### config.mk
export PLATFORM = sky130hd
export DESIGN_NAME = arcade_video_timing
export DESIGN_NICKNAME = d
export VERILOG_FILES = /design/src/rtl/arcade_video_timing.sv
export SDC_FILE = /design/constraint.sdc
export NUM_CORES = 1
export LEC_CHECK = 0
export CORE_MARGIN = 2
export CORE_UTILIZATION = 47
export CTS_CLUSTER_SIZE = 40
export DETAILED_ROUTE_END_ITERATION = 16
export MAX_ROUTING_LAYER = met4
export PLACE_DENSITY = 0.86
export SYNTH_ARGS = -nofsm -noshare
export SYNTH_HDL_FRONTEND = slang
export SYNTH_SLANG_ARGS = --single-unit
### constraint.sdc
create_clock -name clk_video -period 2.9 [get_ports clk_video]
set_input_delay 0.725 -clock clk_video [delete_from_list [all_inputs] [get_ports clk_video]]
set_output_delay 0.725 -clock clk_video [all_outputs]
set_load 0.1 [all_outputs]
### src/rtl/arcade_video_timing.sv
// Arcade-style raster timing: pixel clock-enable divider, h/v counters,
// blanking/sync flags and blank-gated RGB, all on the single video clock.
module arcade_video_timing #(
  parameter int WIDTH    = 256,
  parameter int HEIGHT   = 224,
  parameter int H_TOTAL  = 384,
  parameter int V_TOTAL  = 262,
  parameter int HS_START = 280,
  parameter int HS_LEN   = 32,
  parameter int VS_START = 240,
  parameter int VS_LEN   = 3,
  parameter int CE_DIV   = 4,
  parameter int DW       = 8
) (
  input  logic          clk_video,
  input  logic          reset_n,
  input  logic [DW-1:0] rgb_in,
  output logic          ce_pix,
  output logic [9:0]    hcount,
  output logic [8:0]    vcount,
  output logic [DW-1:0] RGB_out,
  output logic          HBlank,
  output logic          VBlank,
  output logic          HSync,
  output logic          VSync,
  output logic          frame_start
);

  localparam logic [3:0]  CDIV_LAST = 4'(CE_DIV - 1);
  localparam logic [9:0]  H_LAST    = 10'(H_TOTAL - 1);
  localparam logic [8:0]  V_LAST    = 9'(V_TOTAL - 1);
  // Extended widths so HS_START+HS_LEN == 1024 / VS_START+VS_LEN == 512 still compare correctly
  localparam logic [10:0] H_VIS     = 11'(WIDTH);
  localparam logic [10:0] HS_LO     = 11'(HS_START);
  localparam logic [10:0] HS_HI     = 11'(HS_START + HS_LEN);
  localparam logic [9:0]  V_VIS     = 10'(HEIGHT);
  localparam logic [9:0]  VS_LO     = 10'(VS_START);
  localparam logic [9:0]  VS_HI     = 10'(VS_START + VS_LEN);

  logic [3:0]  cdiv;
  logic        ce;
  logic        h_last, v_last;
  logic [10:0] h_ext;
  logic [9:0]  v_ext;
  logic        h_vis, v_vis, hs_on, vs_on;

  always_comb begin
    ce     = (cdiv == CDIV_LAST);
    h_last = (hcount == H_LAST);
    v_last = (vcount == V_LAST);
    h_ext  = {1'b0, hcount};
    v_ext  = {1'b0, vcount};
    h_vis  = (h_ext < H_VIS);
    v_vis  = (v_ext < V_VIS);
    hs_on  = (h_ext >= HS_LO) && (h_ext < HS_HI);
    vs_on  = (v_ext >= VS_LO) && (v_ext < VS_HI);
  end

  always_ff @(posedge clk_video) begin
    if (!reset_n) begin
      cdiv        <= '0;
      ce_pix      <= 1'b0;
      hcount      <= '0;
      vcount      <= '0;
      RGB_out     <= '0;
      HBlank      <= 1'b1;
      VBlank      <= 1'b1;
      HSync       <= 1'b0;
      VSync       <= 1'b0;
      frame_start <= 1'b0;
    end else begin
      cdiv        <= ce ? '0 : cdiv + 4'd1;
      ce_pix      <= ce;
      frame_start <= ce && h_last && v_last;
      if (ce) begin
        hcount <= h_last ? '0 : hcount + 10'd1;
        if (h_last)
          vcount <= v_last ? '0 : vcount + 9'd1;
        // Flags and pixel describe the pre-increment position, one pixel behind the counters
        HBlank  <= ~h_vis;
        VBlank  <= ~v_vis;
        HSync   <= hs_on;
        VSync   <= vs_on;
        RGB_out <= (h_vis && v_vis) ? rgb_in : '0;
      end
    end
  end

endmodule

Word-level counts from Yosys, hierarchy flattened
Cells that the tools add are included.
{"block": "word_totals", "regBits": 37, "input_bits": 10, "output_inout_bits": 33, "elab_cells": 35}
{"block": "op_classes", "n_addsub": 3, "n_lt_le_gt_ge": 6, "n_eq_ne": 3, "n_mux": 3, "bitwise_logic": 3, "n_reduce_logical": 7}
{"cell": "less-than comparator 10 x 9 -> 1 bit, second input constant", "count": 2}
{"cell": "less-than comparator 9 x 8 -> 1 bit, second input constant", "count": 2}
{"cell": "adder 10 x 1 -> 10 bit, second input constant", "count": 1}
{"cell": "== test 10 x 9 -> 1 bit, second input constant", "count": 1}
{"cell": "greater-or-equal comparator 10 x 9 -> 1 bit, second input constant", "count": 1}
{"cell": "two-way mux 10 bit", "count": 1}
{"cell": "adder 9 x 1 -> 9 bit, second input constant", "count": 1}
{"cell": "== test 9 bit, second input constant", "count": 1}
{"cell": "greater-or-equal comparator 9 x 8 -> 1 bit, second input constant", "count": 1}
{"cell": "two-way mux 9 bit", "count": 1}
{"cell": "two-way mux 8 bit", "count": 1}
{"cell": "logical AND 1 bit", "count": 5}
{"cell": "adder 4 x 1 -> 4 bit, second input constant", "count": 1}
{"cell": "== test 4 x 2 -> 1 bit, second input constant", "count": 1}
{"cell": "NOT 1 bit", "count": 3}
{"cell": "AND reduction 2 bit", "count": 1}
{"cell": "OR reduction 2 bit", "count": 1}

Logic depth before layout (Yosys ltp)
Gate-level depths: netlist of run 1.
{"block": "depth", "ltp_word": 3, "depth_mapped": 7, "depth_no_buf": 6}

Least setup slack after synthesis of run 1
OpenSTA, ideal clock, no wires.
{"block": "synth_path", "path_kind": "register -> register", "start": "reg vcount[0]", "end": "reg vcount[3]", "setup_ns": 0.118, "arrival_time_ns": 2.623, "required_time_ns": 2.782, "path_slack_ns": 0.159, "path_stages_with_launch": 7, "n_path_buf": 1, "period_less_slack_ns": 2.741, "path_cell_list": "dfxtp_1 -> ha_1 -> or4b_1 -> or4b_1 -> buf_2 -> nor4b_1 -> o2bb2ai_1"}
{"block": "synth_between", "elab_chain_cells": 2, "word_cells_on_any_way": 3, "classes_between": "add/sub (1); eq/ne (1); mux (1)"}
{"item": "from (decl)", "line_no": "20", "text": "output logic [8:0] vcount,"}
{"item": "from (signal assigned)", "line_no": "78", "text": "vcount <= v_last ? '0 : vcount + 9'd1;"}
{"item": "adder 9 x 1 -> 9 bit / == test 9 bit (equally long branches)", "line_no": "78, 50"}
{"item": "two-way mux 9 bit (*)", "line_no": "78"}
Every way passes the cells marked *; elsewhere a longest branch is shown, timed or not.
A chain may end at the register's enable or synchronous reset.

Worst setup path after layout of run 1
{"block": "layout_path", "start": "reg cdiv[0]", "end": "reg vcount[6]"}
{"block": "layout_between", "elab_chain_cells": 2}
{"item": "from (decl)", "line_no": "40", "text": "logic [3:0] cdiv;"}
{"item": "from (signal assigned)", "line_no": "72", "text": "cdiv <= ce ? '0 : cdiv + 4'd1;"}
{"item": "== test 4 x 2 -> 1 bit", "line_no": "48", "text": "ce = (cdiv == CDIV_LAST);"}
{"item": "AND reduction 2 bit (no line)"}
No other way between the ends.

==> flow_summary_export.csv, run 1 <==
group,metric,value,unit
run_status,result_of_the_run,"complete, no violations",
drt,drtIter0Drc,87,
drt,detailroute.via_count,1446,
logic_synthesis,synth_commonest_cells,"37 x sky130_fd_sc_hd__dfxtp_1, 23 x sky130_fd_sc_hd__nand2_1",
floorplan,boundaryPins,43,
drt,per_cell_via_count_in_the_routed_design,5.36,
worst_hold_path,worst_hold_path.endpoint,"cdiv[0]",
global_route,grt_first_pass_wirelength,5.96,mm
timing,timing.max_slew.rel_slack,52.7,%
clock_network,cts_setup_buffers,0,
floorplan,core_region_area,3340,um^2
clock_network,clk_root_buffer_cell,"sky130_fd_sc_hd__clkbuf_4",
placed_design,detailedPlace.worstSlack,0.578,ns
layout,synthToLayoutAreaGrowth,29.8,%
clock_network,path_clk_slew,0.12,ns
floorplan,fp.dieArea,3950,um^2
run,max_cap_violations,0,
worst_setup_path,r2r_cells,5,
layout,multi_input_comb_area,835,um^2
worst_hold_path,timing.hold.worst.start,"cdiv[0]",
worst_setup_path,timing.critical_path.from_type,"register",
logic_synthesis,cell_with_the_most_instances_after_synthesis,"sky130_fd_sc_hd__dfxtp_1",
timing,finalWorstSetupSlack,0.558,ns
floorplan,fp.dieH,62.9,um
drt,post_drt_antenna_nets,0,
clock_network,numClockSinks,37,
worst_setup_path,worst-path-max-fanout,15,
worst_setup_path,end_kind,"register",
logic_synthesis,synth_area_leader_cell,"sky130_fd_sc_hd__dfxtp_1",
worst_setup_path,ff2ff_setup_slack,0.56,ns
worst_setup_path,criticalPathCategory,"reg2reg",
timing,timing.fmax,427,MHz
placed_design,gp_congestion,0.791,
power_and_ir_drop,net-switching-power,276,uW
timing,finalCritPeriodShare,80.8,%
timing,pins_over_their_slew_limit,0,
clock_network,hold_buf_cts,0,
drt,drt-total-wl,3.59,mm
power_and_ir_drop,internal_power,826,uW
layout,fillerInstances,287,
clock_network,htree_levels,2,
logic_synthesis,ys_seq_elements,37,
drt,post-route-drc-count,0,
timing,tns,0,ns
logic_synthesis,syn_avg_cell_area,9.05,um^2
worst_setup_path,critPathArrivalTime,2.60,ns
timing,worstMarginPinSlew,0.707,ns
logic_synthesis,post_synth_inst_count,180,
floorplan,die_w,62.9,um
worst_setup_path,r2r_end,"vcount[6]",
logic_synthesis,ys_seq_area_share,45.5,%
power_and_ir_drop,power.leakage,0.825,nW
logic_synthesis,synth_async_sr_flop_share,0,%
worst_hold_path,min_path_type,"reg2reg",
logic_synthesis,library_cells_used_by_synthesis,39,
power_and_ir_drop,p_seq_share,48.1,%
logic_synthesis,postSynthNetCount,194,
logic_synthesis,yosysWarnings,0,
global_route,via_count_of_the_first_global_routing_pass,1265,
power_and_ir_drop,p_per_area,521,nW/um^2
floorplan,floorplan.rows,21,
power_and_ir_drop,power.share.switching,25.0,%
layout,drive_gt1_share,20.5,%
global_route,grt_overflow_total,0,
worst_setup_path,required_time_of_the_critical_path,3.16,ns
clock_network,max-clock-path-buffers,2,
global_route,grt_start_max_net_pins,31,
layout,register_area,741,um^2
timing,fin_skew,0.0133,ns
timing,rsz_0062_raised_after_global_routing,"false",
power_and_ir_drop,power_frac_clock,40.1,%
floorplan,initial_core_util,48.8,%
placed_design,numPortBuffers,42,
placed_design,placed_cell_area,2010,um^2
power_and_ir_drop,power.combinational.fraction,11.8,%
logic_synthesis,ys_dominant_reg_cell,"sky130_fd_sc_hd__dfxtp_1",
global_route,number_of_antenna_violations_at_the_first_check_in_global_routing,0,
worst_hold_path,hold_path_depth,1,
layout,final_standard_cell_area_without_fillers,2110,um^2
timing,timing_hold_violations_final,0,
logic_synthesis,post-synth-top-area-fraction,45.5,%
global_route,gr-usage-all-layers,19.7,%
placed_design,hpwl,2.55,mm
power_and_ir_drop,fin_total_pwr,1.10,mW
layout,nets,237,
logic_synthesis,number_of_synthesized_flops_with_an_enable_pin,0,
timing,min_period,2.34,ns
timing,setup_viol_count_final,0,
power_and_ir_drop,irDropWorstVdd,0.000259,V
drt,avgRoutedWirePerCell,13.3,um
clock_network,worst_skew_pair.late_latency,0.34,ns
logic_synthesis,synth.cell_area,1630,um^2
drt,dr.pass1.iters,4,
logic_synthesis,synth.area.top_cells,"sky130_fd_sc_hd__dfxtp_1 45%, sky130_fd_sc_hd__nand2_1 5.3%, sky130_fd_sc_hd__a22o_1 4.3%",
layout,antennaDiodeCount,0,
clock_network,number_of_cts_inserted_buffers,5,
worst_setup_path,r2r_start,"cdiv[0]",
clock_network,cts_tree,"done",
clock_network,post_cts_resize_count,0,
-- critical path: stages (launching register included) --
cell,delay (ns)
sky130_fd_sc_hd__dfxtp_1,0.37
sky130_fd_sc_hd__ha_1,0.20
sky130_fd_sc_hd__or3b_1,0.37
sky130_fd_sc_hd__or4_1,0.77
sky130_fd_sc_hd__nand2b_1,0.29
sky130_fd_sc_hd__o32ai_1,0.28
-- cells in the final DEF (no fill, tap or decap), types with 3 or more instances in the layout --
cell,synthesis,final
sky130_fd_sc_hd__nand2_1,23,23
sky130_fd_sc_hd__buf_4,0,36
sky130_fd_sc_hd__clkdlybuf4s50_1,0,9
sky130_fd_sc_hd__inv_1,5,5
sky130_fd_sc_hd__dfxtp_1,37,37
sky130_fd_sc_hd__xnor2_1,6,6
sky130_fd_sc_hd__a21boi_0,4,4
sky130_fd_sc_hd__and2_1,5,5
sky130_fd_sc_hd__or3_1,5,5
sky130_fd_sc_hd__or3b_1,3,3
sky130_fd_sc_hd__o21ai_0,3,3
sky130_fd_sc_hd__nand3_1,8,8
sky130_fd_sc_hd__nand4_1,5,5
sky130_fd_sc_hd__a21oi_1,6,6
sky130_fd_sc_hd__xor2_1,4,4
sky130_fd_sc_hd__nand2b_1,3,3
sky130_fd_sc_hd__nor3_1,5,5
sky130_fd_sc_hd__clkbuf_4,0,5
sky130_fd_sc_hd__o22ai_1,4,4
sky130_fd_sc_hd__ha_1,4,4
sky130_fd_sc_hd__a22o_1,8,8
sky130_fd_sc_hd__nor2_1,8,8
-- sequential cells by signal, summed over array words and instances, names as in the netlist, 4 cells and up --
| signal | count |
|---|---|
| hcount | 10 |
| vcount | 9 |
| RGB_out | 8 |
| cdiv | 4 |
-- stage by stage --
| stage | cells | hold slack [ns] | utilization, % |
|---|---|---|---|
| global placement | 262 | 0.426 | 60.3 |
| CTS | 270 | 0.460 | 63.4 |
| floorplan | 180 | 0.418 | - |
| detailed placement | 262 | 0.440 | 60.3 |
| global route | 270 | 0.487 | 63.4 |
| finish | 270 | 0.455 | 63.4 |
-- layout make-up --
class | instances | share of cell area [%]
repair buffers | 45 | 17.0
multi-input cells | 129 | 39.5
flip-flops and latches | 37 | 35.0
inverters | 5 | 0.888
well taps | 46 | 2.72
clock inverters | 3 | 3.08
clock buffers | 5 | 1.78
-- routing by layer --
metal | share of wire (%) | global-route usage, % | up-vias
met5 | 0 | - | -
met4 | 1.5 | 8.89 | 0
met3 | 6.1 | 4.32 | 7
met2 | 48 | 30.6 | 56
met1 | 45 | 24.5 | 644
li1 | - | - | 739
-- power by group through the flow --
stage	Sequential [mW]	Clock [mW]	Combinational, mW
2_1_floorplan	0.601	0	0.0336
3_3_place_gp	0.541	0	0.129
3_5_place_dp	0.542	0	0.130
4_1_cts	0.530	0.444	0.131
5_1_grt	0.533	0.465	0.137
6_report	0.530	0.442	0.130
-- worst max-delay path by stage --
| stage | start | end | slack [ns] | cells after the start |
|---|---|---|---|---|
| floorplan | vcount[0] | vcount[3] | 0.16 | 6 |
| global placement | cdiv[0] | vcount[6] | 0.65 | 5 |
| detailed placement | cdiv[0] | vcount[6] | 0.58 | 5 |
| CTS | cdiv[0] | vcount[6] | 0.57 | 5 |
| global route | cdiv[0] | vcount[6] | 0.40 | 5 |
| finish | cdiv[0] | vcount[6] | 0.56 | 5 |
-- kinds of logic after synthesis --
kind of cell	synth area share, %
flops	45.5
compound gates	14.7
simple gates	28.0
xor+xnor	5.38
buf+inv	3.30
fa+ha+maj	3.07
Note: power is estimated with default switching activity, not from simulation.
==> run 2: changes to the inputs <==
==> constraint.sdc (replaced) <==
create_clock -name clk_video -period 2.41 [get_ports clk_video]
set_input_delay 0.6025 -clock clk_video [delete_from_list [all_inputs] [get_ports clk_video]]
set_output_delay 0.6025 -clock clk_video [all_outputs]
set_load 0.1 [all_outputs]
==> run 2 against run 1 <==
Net effect: routed wire length down 3.6%; non-clock buffer count increased by 3; sequential share of layout area increased by 0.65 points; worst setup slack worse by 0.34 ns; critical endpoint unchanged.
==> flow_summary_export.csv, run 2 (synthesis results as in run 1) <==
group,metric,value,unit
run_status,result_of_the_run,"complete, no violations",
worst_setup_path,critPathArrivalTime,2.45,ns
layout,antennaDiodeCount,0,
placed_design,detailedPlace.worstSlack,0.237,ns
clock_network,clk_root_buffer_cell,"sky130_fd_sc_hd__clkbuf_4",
drt,per_cell_via_count_in_the_routed_design,5.48,
global_route,grt_start_max_net_pins,22,
worst_setup_path,criticalPathCategory,"reg2reg",
drt,drt-total-wl,3.46,mm
worst_setup_path,crit_chain,"ha_1, or3b_1, or4_1, nand2b_1, o32ai_1",
global_route,grt_first_pass_wirelength,5.82,mm
timing,fin_skew,0.0131,ns
drt,dr.pass1.iters,4,
layout,most-common-layout-cells,"39 x sky130_fd_sc_hd__buf_4, 31 x sky130_fd_sc_hd__dfxtp_1, 23 x sky130_fd_sc_hd__nand2_1",
clock_network,cts_setup_buffers,0,
clock_network,cts_tree,"done",
layout,synthToLayoutAreaGrowth,28.7,%
floorplan,floorplan.rows,21,
timing,timing.max_slew.rel_slack,77.9,%
timing,pins_over_their_slew_limit,0,
worst_setup_path,required_time_of_the_critical_path,2.67,ns
timing,worstMarginPinSlew,0.329,ns
layout,register_area,748,um^2
drt,drtIter0Drc,87,
layout,final_common_cell,"sky130_fd_sc_hd__buf_4",
worst_setup_path,timing.critical_path.from_type,"register",
timing,min_period,2.19,ns
clock_network,path_clk_slew,0.11,ns
floorplan,fp.dieArea,3950,um^2
worst_setup_path,worst-path-max-fanout,8,
global_route,via_count_of_the_first_global_routing_pass,1259,
worst_setup_path,ff2ff_setup_slack,0.22,ns
clock_network,numClockSinks,37,
layout,layout.core_utilization,62.8,%
drt,post_drt_antenna_nets,0,
power_and_ir_drop,p_per_area,536,nW/um^2
layout,top_register,"hcount",
layout,nets,240,
floorplan,core_region_area,3340,um^2
timing,finalWorstSetupSlack,0.221,ns
placed_design,gp_congestion,0.896,
placed_design,numPortBuffers,42,
layout,fillerInstances,300,
clock_network,worst_skew_pair.late_latency,0.34,ns
timing,tns,0,ns
worst_setup_path,cpPeakStageDelay,0.67,ns
clock_network,post_cts_resize_count,0,
global_route,number_of_antenna_violations_at_the_first_check_in_global_routing,0,
timing,timing_hold_violations_final,0,
timing,timing.fmax,457,MHz
floorplan,die_w,62.9,um
layout,reg_top3,"hcount (10), vcount (9), RGB_out (8)",
drt,post-route-drc-count,0,
floorplan,initial_core_util,48.8,%
layout,drive_gt1_share,23.5,%
drt,avgRoutedWirePerCell,12.7,um
timing,setup_viol_count_final,0,
worst_setup_path,end_kind,"register",
global_route,gr-usage-all-layers,19.3,%
timing,finalCritPeriodShare,90.8,%
worst_hold_path,min_path_type,"reg2reg",
run,max_cap_violations,0,
timing,rsz_0062_raised_after_global_routing,"false",
layout,multi_input_comb_area,835,um^2
clock_network,number_of_cts_inserted_buffers,5,
floorplan,fp.dieH,62.9,um
floorplan,boundaryPins,43,
placed_design,hpwl,2.51,mm
clock_network,htree_levels,2,
layout,largest_register_ff_count,10,
power_and_ir_drop,irDropWorstVdd,0.000363,V
power_and_ir_drop,power.leakage,0.819,nW
worst_setup_path,critical_path.slowest_cell,"sky130_fd_sc_hd__or4_1",
global_route,grt_overflow_total,0,
clock_network,hold_buf_cts,0,
clock_network,max-clock-path-buffers,2,
drt,detailroute.via_count,1491,
## run 2: cell types whose count changed in the layout (fill, tap and decap cells not counted), sizes merged
| cell | previous run | this run |
|---|---|---|
| buf | 36 | 39 |
| bufinv | 2 | 0 |
| clkbuf | 5 | 7 |
| clkinv | 1 | 0 |
## run 2: routing by layer
| metal | vias up | share of wire [%] | global-route usage, % |
|---|---|---|---|
| li1 | 740 | - | - |
| met1 | 697 | 46 | 22.6 |
| met2 | 44 | 46 | 30.2 |
| met3 | 10 | 5.1 | 4.86 |
| met4 | 0 | 2.6 | 10.6 |
| met5 | - | 0 | - |
## run 2: cell type report
| cell class | instances | share of cell area (%) |
|---|---|---|
| clock buffers | 7 | 2.63 |
| inverters | 5 | 0.895 |
| multi-input cells | 129 | 39.8 |
| flip-flops and latches | 37 | 35.7 |
| well taps | 46 | 2.74 |
| repair buffers | 48 | 18.3 |
## run 2: critical path, delay by kind of cell (launching register included)
family / cells / cell delay [ns]
flops: 1 / 0.36
simple gates: 3 / 1.28
fa+ha+maj: 1 / 0.19
compound gates: 1 / 0.29
## run 2: path summary, 6_finish.rpt
kind | depth (start not counted) | startpoint | end
setup / recovery | 5 | cdiv[0] | vcount[6]
hold / removal | 1 | cdiv[0] | cdiv[0]
setup reg to reg | 5 | cdiv[0] | vcount[6]
hold reg to reg | 1 | cdiv[0] | cdiv[0]
## run 2: per-stage QoR
step                      cell area (um^2)  hold slack, ns  cells  power, mW
after floorplan                       1640           0.418    180      0.764
after global placement                2040           0.427    265      0.809
after detailed placement              2040           0.440    265      0.810
after CTS                             2100           0.455    272       1.14
after global routing                  2100           0.485    272       1.17
final                                 2100           0.451    272       1.12
## run 2: power by group
group | total [mW] | internal (mW) | leakage (nW) | switching [mW]
Combinational | 0.158 | 0.0474 | 0.485 | 0.110
Clock | 0.329 | 0.138 | 0.0314 | 0.192
Sequential | 0.638 | 0.627 | 0.302 | 0.0103
==> RTL change: new RTL, config.mk and constraints of run 2 <==
`V_TOTAL`: 262 -> 196.
--- a/src/rtl/arcade_video_timing.sv
+++ b/src/rtl/arcade_video_timing.sv
@@ -4,7 +4,7 @@
   parameter int WIDTH    = 256,
   parameter int HEIGHT   = 224,
   parameter int H_TOTAL  = 384,
-  parameter int V_TOTAL  = 262,
+  parameter int V_TOTAL  = 196,
   parameter int HS_START = 280,
   parameter int HS_LEN   = 32,
   parameter int VS_START = 240,
Check against the original RTL: same outputs for any inputs over 10 cycles, from zero or initial values and one cycle with reset_n low; that may be too few to reach the edited logic, so the function may still have changed.
==> RTL change against run 2 <==
- design area decreased by 1.6%
- cell count decreased by 4.0%
- worst setup slack improved by 0.24 ns
- sequential cell count unchanged
- die area decreased by 4.1%
- area after synthesis decreased by 4.4%
- non-clock buffer count decreased by 1
- core utilization increased by 3.7 points
- critical path depth increased by 2
- power increased by 20%
- clock power increased by 67%
- global-route usage increased by 2.2 points
- wire length decreased by 2.3%
- critical endpoint unchanged
- largest cell class unchanged
- highest routed layer unchanged
==> RTL change: results (changes against run 2) <==
status: complete, no violations (unchanged)
cts repair resizes: 0 (unchanged)
via count: 1,408 (was 1,491)
Clk Latency, worst-skew pair: 0.36 ns (was 0.34 ns)
first-pass GRT wire length: 5789 um (was 5816 um)
RR Startpoint: cdiv[0]$_SDFF_PP0_ (unchanged)
setup skew after layout: 0.009648 ns (was 0.01305 ns)
Synth Area per Inst: 9.217 um2 (was 9.050 um2)
Pleak: 0.0008616 uW (was 0.0008190 uW)
overall routing resource usage: 0.2146 (was 0.1930)
RR Endpoint: vcount[6]$_SDFFE_PN0P_ (unchanged)
CTS Buf Count: 5 (unchanged)
Pre-antenna DRT Iters: 4 (unchanged)
H-tree depth: 2 (unchanged)
min-delay src: cdiv[0]$_SDFF_PP0_ (unchanged)
async set or reset register ratio after synthesis: 0 (unchanged)
Syn Nets: 182 (was 194)
synth top area cells: dfxtp_1 (48%), a22o_1 (5.1%), nand2_1 (4.6%) (was dfxtp_1 (45%), nand2_1 (5.3%), a22o_1 (4.3%))
post-synth top area share: 0.4755 (was 0.4547)
HPWL after detailed placement: 2450 um (was 2506 um)
1st-iter DRT viols: 68 (was 87)
layout cells sized above 1: 0.2396 (was 0.2345)
# placed instances: 253 (was 265)
fin nets: 229 (was 240)
biggest registers after layout: hcount (10), vcount (9), RGB_out (8) (unchanged)
count of different cell masters after synthesis: 34 (was 39)
final hold viol count: 0 (unchanged)
Least-Margin Pin Slew: 0.5678 ns (was 0.3288 ns)
Synth Warn #: 0 (unchanged)
Root Buffer Master: clkbuf_4 (unchanged)
VDD IR max: 0.0003841 V (was 0.0003627 V)
Hold Slack: 0.4585 ns (was 0.4508 ns)
FF-to-FF path depth: 7 (was 5)
largest net degree at the start of global routing: 19 (was 22)
FF-to-FF setup slack: 0.47 ns (was 0.22 ns)
CTS Hold Bufs: 0 (unchanged)
Hold Crit Depth: 1 (unchanged)
clk slew on worst S/H paths: 0.12 ns
Top delay family on crit path: simple AND/OR/NAND/NOR gates (unchanged)
HP Class: reg2reg (unchanged)
Fill cells: 278 (was 300)
synth cell count leaders: dfxtp_1 (37), nand2_1 (19), nor2_1 (13) (was dfxtp_1 (37), nand2_1 (23))
CP peak stage delay: 0.48 ns (was 0.67 ns)
Startpoint Class: register (unchanged)
ys flop type: dfxtp_1 (unchanged)
Seq/Total Area, Yosys: 0.4755 (was 0.4547)
Arrival @ worst endpoint: 2.23 ns (was 2.45 ns)
Vias/cell: 5.395 (was 5.482)
Crit Path Max Fanout: 18 (was 8)
vias in the first global route: 1,306 (was 1,259)
Hold EP: cdiv[0]$_SDFF_PP0_ (unchanged)
Max Root-Sink Buffers: 2 (unchanged)
ANT cells: 0 (unchanged)
aggregate routed wire length: 3381 um (was 3461 um)
postcts setup bufs: 0 (unchanged)
initial antenna violation count: 0 (unchanged)
DP Area: 0.001958 mm2 (was 0.002042 mm2)
CP max stage cell: or4_1 (unchanged)
GPL Wtd Cong: 0.8491 (was 0.8962)
==> RTL change: metrics by stage <==
step / total power (uW) / utilization / setup slack (ns)
detailed placement: 808.7 / 0.6310 / 0.2701
global placement: 805.9 / 0.6310 / 0.3191
finish: 1346 / 0.6653 / 0.4650
floorplan: 761.1 / - / 0.03119
CTS: 1356 / 0.6653 / 0.4692
global route: 1396 / 0.6653 / 0.3320
==> RTL change: cell families after synthesis <==
kind of cell | count (synthesis) | synth area share
flops | 37 | 0.4755
simple gates | 78 | 0.2811
buf+inv | 10 | 0.02650
fa+ha+maj | 3 | 0.02410
xor+xnor | 11 | 0.06185
compound gates | 30 | 0.1309
==> RTL change: worst max path at each step <==
stage	to	depth (start not counted)	slack, ns
5_1_grt	vcount[6]$_SDFFE_PN0P_	7	0.33
6_report	vcount[6]$_SDFFE_PN0P_	7	0.47
4_1_cts	vcount[6]$_SDFFE_PN0P_	7	0.47
3_5_place_dp	RGB_out[7]$_SDFFE_PN0N_	5	0.27
3_3_place_gp	RGB_out[2]$_SDFFE_PN0N_	5	0.32
2_1_floorplan	vcount[1]$_SDFFE_PN0P_	6	0.03
==> RTL change: where the power goes <==
group          switching [uW]  total [uW]  leakage [uW]  internal [uW]
logic                     110         155      0.000507           45.7
clock network             225         551     0.0000558            326
registers                11.7         639      0.000299            628
==> RTL change: metal layers <==
layer	up-vias	wire, um	global-route usage
met1	648	1618	0.2737
met2	45	1555	0.3248
met3	3	182	0.06933
met4	0	25	0.06383
met5	-	0	-
li1	712	-	-
==> RTL change: area by class of cell <==
cell class / instances / area share
repair buffers: 47 / 0.1818
clock buffers: 5 / 0.01818
flip-flops and latches: 37 / 0.3588
well taps: 44 / 0.02667
inverters: 3 / 0.005455
clock inverters: 3 / 0.03333
multi-input cells: 122 / 0.3758
